--- config.mk ---
export PLATFORM = sky130hd
export DESIGN_NAME = weight_pingpong_buffer
export DESIGN_NICKNAME = d
export VERILOG_FILES = /design/src/rtl/wpb_pkg.sv /design/src/rtl/wpb_bank.sv /design/src/rtl/weight_pingpong_buffer.sv
export SDC_FILE = /design/constraint.sdc
export NUM_CORES = 2
export LEC_CHECK = 0
export BUFFER_PORTS_ARGS = -buffer_cell sky130_fd_sc_hd__buf_2
export CORE_UTILIZATION = 30
export CTS_CLUSTER_SIZE = 10
export DETAILED_ROUTE_END_ITERATION = 7
export PLACE_DENSITY = 0.47
export REMOVE_ABC_BUFFERS = 1
export SLEW_MARGIN = 0
export SYNTH_ARGS = -nofsm -noshare
export SYNTH_HDL_FRONTEND = slang
export SYNTH_SLANG_ARGS = --single-unit
--- constraint.sdc ---
create_clock -name clk -period 4.1 [get_ports clk]
set_input_delay 0.615 -clock clk [delete_from_list [all_inputs] [get_ports clk]]
set_output_delay 0.615 -clock clk [all_outputs]
set_load 0.02 [all_outputs]
--- src/rtl/wpb_pkg.sv ---
// Shared types and size helpers for the weight ping-pong buffer.
package wpb_pkg;

  typedef enum logic [1:0] {IDLE, ADDR, DATA} fetch_state_t;

  localparam int WPB_DW     = 32;
  localparam int BEAT_BYTES = WPB_DW / 8;

  function automatic int depth_f(input int ksize, input int pw_len);
    return (ksize * ksize > pw_len) ? ksize * ksize : pw_len;
  endfunction

  function automatic int klen_f(input logic mode, input int ksize, input int pw_len);
    return mode ? pw_len : ksize * ksize;
  endfunction

endpackage

--- src/rtl/wpb_bank.sv ---
// One weight bank: DEPTH x DW register file, one write port, one async read port.
module wpb_bank #(
  parameter  int DW    = 32,
  parameter  int DEPTH = 32,
  localparam int IW    = $clog2(DEPTH)
) (
  input  logic          clk,
  input  logic          we,
  input  logic [IW-1:0] widx,
  input  logic [DW-1:0] wdata,
  input  logic [IW-1:0] ridx,
  output logic [DW-1:0] rdata
);

  logic [DW-1:0] mem [DEPTH];

  always_ff @(posedge clk) begin
    if (we) mem[widx] <= wdata;
  end

  assign rdata = mem[ridx];

endmodule

--- src/rtl/weight_pingpong_buffer.sv ---
// Double-buffered kernel-weight fetcher: burst reads fill one bank while the other streams out.
// Optional WEIGHT_BUF_RLAST_CHK_EN adds a sticky err output for rlast/beat-count disagreement.
module weight_pingpong_buffer
  import wpb_pkg::*;
#(
  parameter int DW     = 32,
  parameter int AW     = 32,
  parameter int KSIZE  = 3,
  parameter int PW_LEN = 32,
  parameter int BURST  = 16
) (
  input  logic          clk,
  input  logic          rst_n,
  input  logic          weight_load,
  input  logic          init_addr_en,
  input  logic [AW-1:0] init_addr,
  input  logic          mode,
  output logic [AW-1:0] araddr,
  output logic          arvalid,
  input  logic          arready,
  output logic [3:0]    arburst,
  input  logic [DW-1:0] rdata,
  input  logic          rvalid,
  input  logic          rlast,
  output logic [DW-1:0] wt_out,
  output logic          wt_valid,
  input  logic          wt_ready,
  output logic          wt_last,
  output logic          dw_comp,
`ifdef WEIGHT_BUF_RLAST_CHK_EN
  output logic          err,
`endif
  output logic          busy
);

  localparam int DEPTH = depth_f(KSIZE, PW_LEN);
  localparam int IW    = $clog2(DEPTH);
  localparam int CW    = $clog2(DEPTH + 1);
  localparam int BW    = $clog2(BURST + 1);

  fetch_state_t state, state_d;

  logic [AW-1:0] ptr, pend_addr, l_addr;
  logic [CW-1:0] rem, idx, rd_idx, fill_klen, drain_klen, l_klen;
  logic [BW-1:0] burst_beats;
  logic          fill_sel, fill_full, drain_full;
  logic          pend_vld, pend_en, pend_mode, l_en, l_mode;
  logic          launch, store_new, ar_hs, beat, set_done, swap, wt_hs, last_hs;
  logic [1:0]          bank_we;
  logic [1:0][DW-1:0]  bank_rd;

  // A pending request always wins the launch slot over a fresh pulse.
  assign launch    = (state == IDLE) && !fill_full && (pend_vld || weight_load);
  assign l_addr    = pend_vld ? pend_addr : init_addr;
  assign l_en      = pend_vld ? pend_en   : init_addr_en;
  assign l_mode    = pend_vld ? pend_mode : mode;
  assign l_klen    = CW'(klen_f(l_mode, KSIZE, PW_LEN));
  assign store_new = weight_load && (pend_vld ? launch : !launch);

  assign burst_beats = (int'(rem) > BURST) ? BW'(BURST) : BW'(rem);
  assign ar_hs       = arvalid && arready;
  assign beat        = (state == DATA) && rvalid;
  assign set_done    = beat && rlast && (rem == '0);
  assign swap        = fill_full && !drain_full;
  assign wt_hs       = drain_full && wt_ready;
  assign last_hs     = wt_hs && wt_last;

  always_ff @(posedge clk or negedge rst_n) begin
    if (!rst_n) state <= IDLE;
    else        state <= state_d;
  end

  always_comb begin
    state_d = state;
    arvalid = 1'b0;
    araddr  = '0;
    arburst = '0;
    case (state)
      IDLE: if (launch) state_d = ADDR;
      ADDR: begin
        arvalid = 1'b1;
        araddr  = ptr;
        arburst = 4'(burst_beats - BW'(1));
        if (arready) state_d = DATA;
      end
      DATA: if (rvalid && rlast) state_d = (rem != '0) ? ADDR : IDLE;
      default: state_d = IDLE;
    endcase
  end

  always_ff @(posedge clk or negedge rst_n) begin
    if (!rst_n) begin
      ptr        <= '0;
      rem        <= '0;
      idx        <= '0;
      rd_idx     <= '0;
      fill_klen  <= '0;
      drain_klen <= '0;
      fill_sel   <= 1'b0;
      fill_full  <= 1'b0;
      drain_full <= 1'b0;
      dw_comp    <= 1'b0;
      pend_vld   <= 1'b0;
      pend_addr  <= '0;
      pend_en    <= 1'b0;
      pend_mode  <= 1'b0;
    end else begin
      if (launch) begin
        if (l_en) ptr <= l_addr;
        rem       <= l_klen;
        fill_klen <= l_klen;
        idx       <= '0;
      end
      if (ar_hs) begin
        ptr <= ptr + AW'(BEAT_BYTES) * AW'(burst_beats);
        rem <= rem - CW'(burst_beats);
      end
      if (beat)     idx       <= idx + CW'(1);
      if (set_done) fill_full <= 1'b1;
      // Swap hands the filled bank (and its set length) to the drain side.
      if (swap) begin
        fill_full  <= 1'b0;
        drain_full <= 1'b1;
        fill_sel   <= ~fill_sel;
        drain_klen <= fill_klen;
        rd_idx     <= '0;
      end
      if (wt_hs)   rd_idx     <= last_hs ? '0 : rd_idx + CW'(1);
      if (last_hs) drain_full <= 1'b0;
      dw_comp <= last_hs;
      if (store_new) begin
        pend_vld  <= 1'b1;
        pend_addr <= init_addr;
        pend_en   <= init_addr_en;
        pend_mode <= mode;
      end else if (launch && pend_vld) begin
        pend_vld <= 1'b0;
      end
    end
  end

  for (genvar b = 0; b < 2; b++) begin : g_bank
    assign bank_we[b] = beat && (fill_sel == 1'(b)) && (int'(idx) < DEPTH);
    wpb_bank #(.DW(DW), .DEPTH(DEPTH)) u_bank (
      .clk  (clk),
      .we   (bank_we[b]),
      .widx (idx[IW-1:0]),
      .wdata(rdata),
      .ridx (rd_idx[IW-1:0]),
      .rdata(bank_rd[b])
    );
  end

  assign wt_valid = drain_full;
  assign wt_out   = drain_full ? bank_rd[~fill_sel] : '0;
  assign wt_last  = drain_full && (rd_idx == drain_klen - CW'(1));
  assign busy     = (state != IDLE) || pend_vld;

`ifdef WEIGHT_BUF_RLAST_CHK_EN
  logic [BW-1:0] beats_q, bcnt;

  // Sticky: rlast must coincide exactly with the last beat we asked for.
  always_ff @(posedge clk or negedge rst_n) begin
    if (!rst_n) begin
      err     <= 1'b0;
      beats_q <= '0;
      bcnt    <= '0;
    end else begin
      if (ar_hs) begin
        beats_q <= burst_beats;
        bcnt    <= '0;
      end else if (beat) begin
        bcnt <= bcnt + BW'(1);
      end
      if (beat && (rlast != (bcnt == beats_q - BW'(1)))) err <= 1'b1;
    end
  end
`endif

endmodule

==> reports/qor.yml <==
global_route:
  grt_pass1_vias: 42644
  grt_usage_pct: 17.2
  antenna_found_initial: 13
  grt_max_degree: 65
  grt_pass1_wl_mm: 340
  grt_overflow: 0
clocking:
  cts_tree: "built"
  clkSinkCount: 2143
  clk_latency_ns: 0.90
  htree_num_levels: 4
  clockBufferDepth: 4
  cts_buffers: 246
  cts_root_buf: "clkbuf_16"
  clk_pin_slew_ns: 0.06
floorplan:
  die_h_um: 529
  core_um2: 276000
  floorplan.initialDensity_pct: 30.2
  ios: 146
  dieWidth_um: 529
  die_area_um2: 280000
  rows: 193
sta:
  max_freq_mhz: 232
  worst_pin_slew_ns: 1.27
  setup_viol: 30
  hold_viol: 0
  setup_ws_ns: -0.216
  fin_skew_ns: 0.0637
  min_period_ns: 4.32
  rsz0062_at_grt: "yes"
  post-route-period-util_pct: 105
  slew_headroom_pct: 15.0
  slew_viol_final: 0
power:
  powerDensity_nw_per_um2: 544
  ir_drop_mv: 0.342
  power.total_mw: 55.2
  p_leak_nw: 32.4
placement:
  port_buffers: 145
  dpl-instance-area_um2: 91400
  dp_cells: 7685
  gp_congestion: 0.764
  dp_hpwl_mm: 136
  pre_cts_ws_ns: 0.176
worst_setup_path:
  required_ns: 3.48
  worst-path-max-fanout: 7
  start_kind: "register"
  crit_type: "reg -> out"
  crit_path_end_kind: "primary output"
  arrival_ns: 3.70
routing:
  drc: 0
  via_per_inst: 5.10
  route.detailed.wl_per_inst_um: 29.9
  first_iter_violations: 3943
  drt_wl_total_mm: 244
  vias: 41636
  drtPass1Iterations: 7
  antenna_left: 0
flow_run:
  maxCapViolations: 0
outcome:
  outcome: "complete, but fails checks"
  violations: "negative setup slack"
finish:
  drive_above_1_share_pct: 35.6
  stdcell_count: 8161
  post-route-util_pct: 36.7
  stdcell_area_um2: 102000
  syn_to_final_growth_pct: 21.7
  nets: 4465
min_path:
  hold_class: "in -> reg"
synthesis:
  synth_edf_count: 2048
  synth_area_um2: 83400
  synthFlopType: "edfxtp_1"
  syn_inst: 3773
  avgSynthCellArea_um2: 22.1
  ys_async_sr_fraction_pct: 4.43
  ys_types: 64
  synth_seq_cells: 2143
  ys_warn_count: 0
  seq_area_frac_synth_pct: 76.6
## critical path: stages (launching register included)
cell and delay [ns]:
dfrtp_4 0.50, buf_12 0.18, buf_12 0.13, buf_16 0.13, mux4_2 0.51, mux4_2 0.52, a22o_4 0.28, a221o_2 0.39
buf_6 0.16
## placed cells by master, fill, tap and decap left out, types with 12 or more instances in the layout
master and n:
mux4_2 579, ha_1 12, nor2_4 68, nor2_1 69, nand2_1 72, o21ai_0 44
nor2b_1 19, a22oi_2 18, a21oi_1 35, dfrtp_1 89, clkbuf_16 255, nor3_1 14
nand3_1 27, o21ai_4 12, inv_1 16, mux2i_1 81, buf_16 35, buf_2 113
buf_4 203, dlygate4sd3_1 39, and2_1 41, buf_6 54, a311oi_1 18, clkbuf_1 51
and3_1 16, buf_12 107, mux2_2 42, a211oi_1 34, edfxtp_1 2048
## kinds of logic after synthesis
kind of cell	after synthesis	share of synthesized area (%)
flip-flops	2143	76.6
multiplexers	709	17.3
AND/OR/NAND/NOR	390	2.22
AO/OA/AOI/OAI	276	2.28
buffers and inverters	230	1.37
adder cells (fa/ha/maj)	12	0.180
XOR/XNOR	11	0.116
other	2	0.00900
## worst paths after layout
path / from / end / slack, ns / cells past startpoint
max: rd_idx[0]$_DFFE_PN0P_ / wt_out[12] / -0.22 / 8
min: rdata[8] / g_bank[1].u_bank.mem[29][8]$_DFFE_PP_ / 0.17 / 1
max reg2reg: rem[0]$_DFFE_PN0P_ / ptr[14]$_DFFE_PN0P_ / 0.48 / 12
min reg2reg: fill_klen[3]$_DFFE_PN0P_ / fill_klen[3]$_DFFE_PN0P_ / 0.49 / 1
max in group asynchronous: rst_n / pend_addr[30]$_DFFE_PN0P_ / 2.89 / 3
min in group asynchronous: rst_n / ptr[18]$_DFFE_PN0P_ / 0.33 / 2
## registers in the layout (all words and copies together), names as in the netlist
| name | flops |
|---|---|
| fill_full | 1 |
| ptr | 32 |
| fill_klen | 2 |
| pend_addr | 32 |
| wt_valid | 1 |
| pend_mode | 1 |
| idx | 6 |
| g_bank.u_bank.mem | 2048 |
| fill_sel | 1 |
| rem | 6 |
| dw_comp | 1 |
| rd_idx | 6 |
| drain_klen | 2 |
| state | 2 |
| pend_en | 1 |
| pend_vld | 1 |
## report_power, final
group / internal [mW] / switching [mW]
Sequential: 24.2 / 0.191
Combinational: 5.62 / 6.13
Clock: 10.9 / 8.25
## synthesized netlist by cell type (5+ instances only)
| library cell | n | area, µm² |
|---|---|---|
| mux2_2 | 43 | 484 |
| mux2i_1 | 87 | 871 |
| a21oi_1 | 42 | 210 |
| nor2b_1 | 22 | 138 |
| edfxtp_1 | 2048 | 61500 |
| buf_1 | 27 | 101 |
| a22o_1 | 11 | 96.3 |
| a221o_1 | 7 | 70.1 |
| nand4_1 | 7 | 43.8 |
| a31oi_1 | 8 | 50.1 |
| nor2_1 | 142 | 533 |
| o22ai_1 | 14 | 87.6 |
| and3_1 | 16 | 100 |
| mux4_2 | 579 | 13000 |
| nand2_1 | 82 | 308 |
| a22oi_1 | 29 | 218 |
| buf_2 | 68 | 340 |
| inv_1 | 18 | 67.6 |
| o21ai_1 | 10 | 50.1 |
| nand2b_1 | 5 | 31.3 |
| nor3_1 | 16 | 80.1 |
| nand3b_1 | 5 | 37.5 |
| o21ai_0 | 49 | 245 |
| a211oi_1 | 36 | 270 |
| and2_1 | 42 | 263 |
| a221oi_1 | 14 | 123 |
| clkbuf_1 | 71 | 267 |
| buf_6 | 7 | 78.8 |
| xnor2_1 | 8 | 70.1 |
| dfrtp_1 | 95 | 2380 |
| ha_1 | 12 | 150 |
| a311oi_1 | 18 | 158 |
| or3_1 | 7 | 43.8 |
| nand3_1 | 29 | 145 |
| buf_4 | 37 | 278 |
## final cells by class
class	count	area [µm²]
fillers	25148	175000
flip-flops and latches	2143	63900
multi-input cells	1400	19600
repair buffers	569	6610
clock buffers	300	6400
well taps	3705	4640
clock inverters	20	218
inverters	20	93.8
diodes	4	10.0
## per-layer routing
layer	wire length, µm	track usage [%]	vias up
li1	-	-	17103
met1	105000	23.5	22974
met2	121000	29.0	1238
met3	13300	2.65	315
met4	5280	3.81	6
met5	40	0	-
## repair_timing
item | CTS | global route
hold buffers | 39 | 0
pin swaps | 32 | 31
setup endpoints to repair | 32 | 33
cloned | 23 | 8
hold endpoints to repair | 87 | 0
setup buffers | 51 | 39
gates resized for setup | 234 | 67
## per-stage QoR
stage	hold WS, ns	setup TNS (ns)
3_3_place_gp	0.461	0
6_report	0.173	-3.92
5_1_grt	0.139	-6.85
2_1_floorplan	0.319	-691.96
4_1_cts	0.110	-5.91
3_5_place_dp	0.473	0
(Power assumes the default switching activity.)
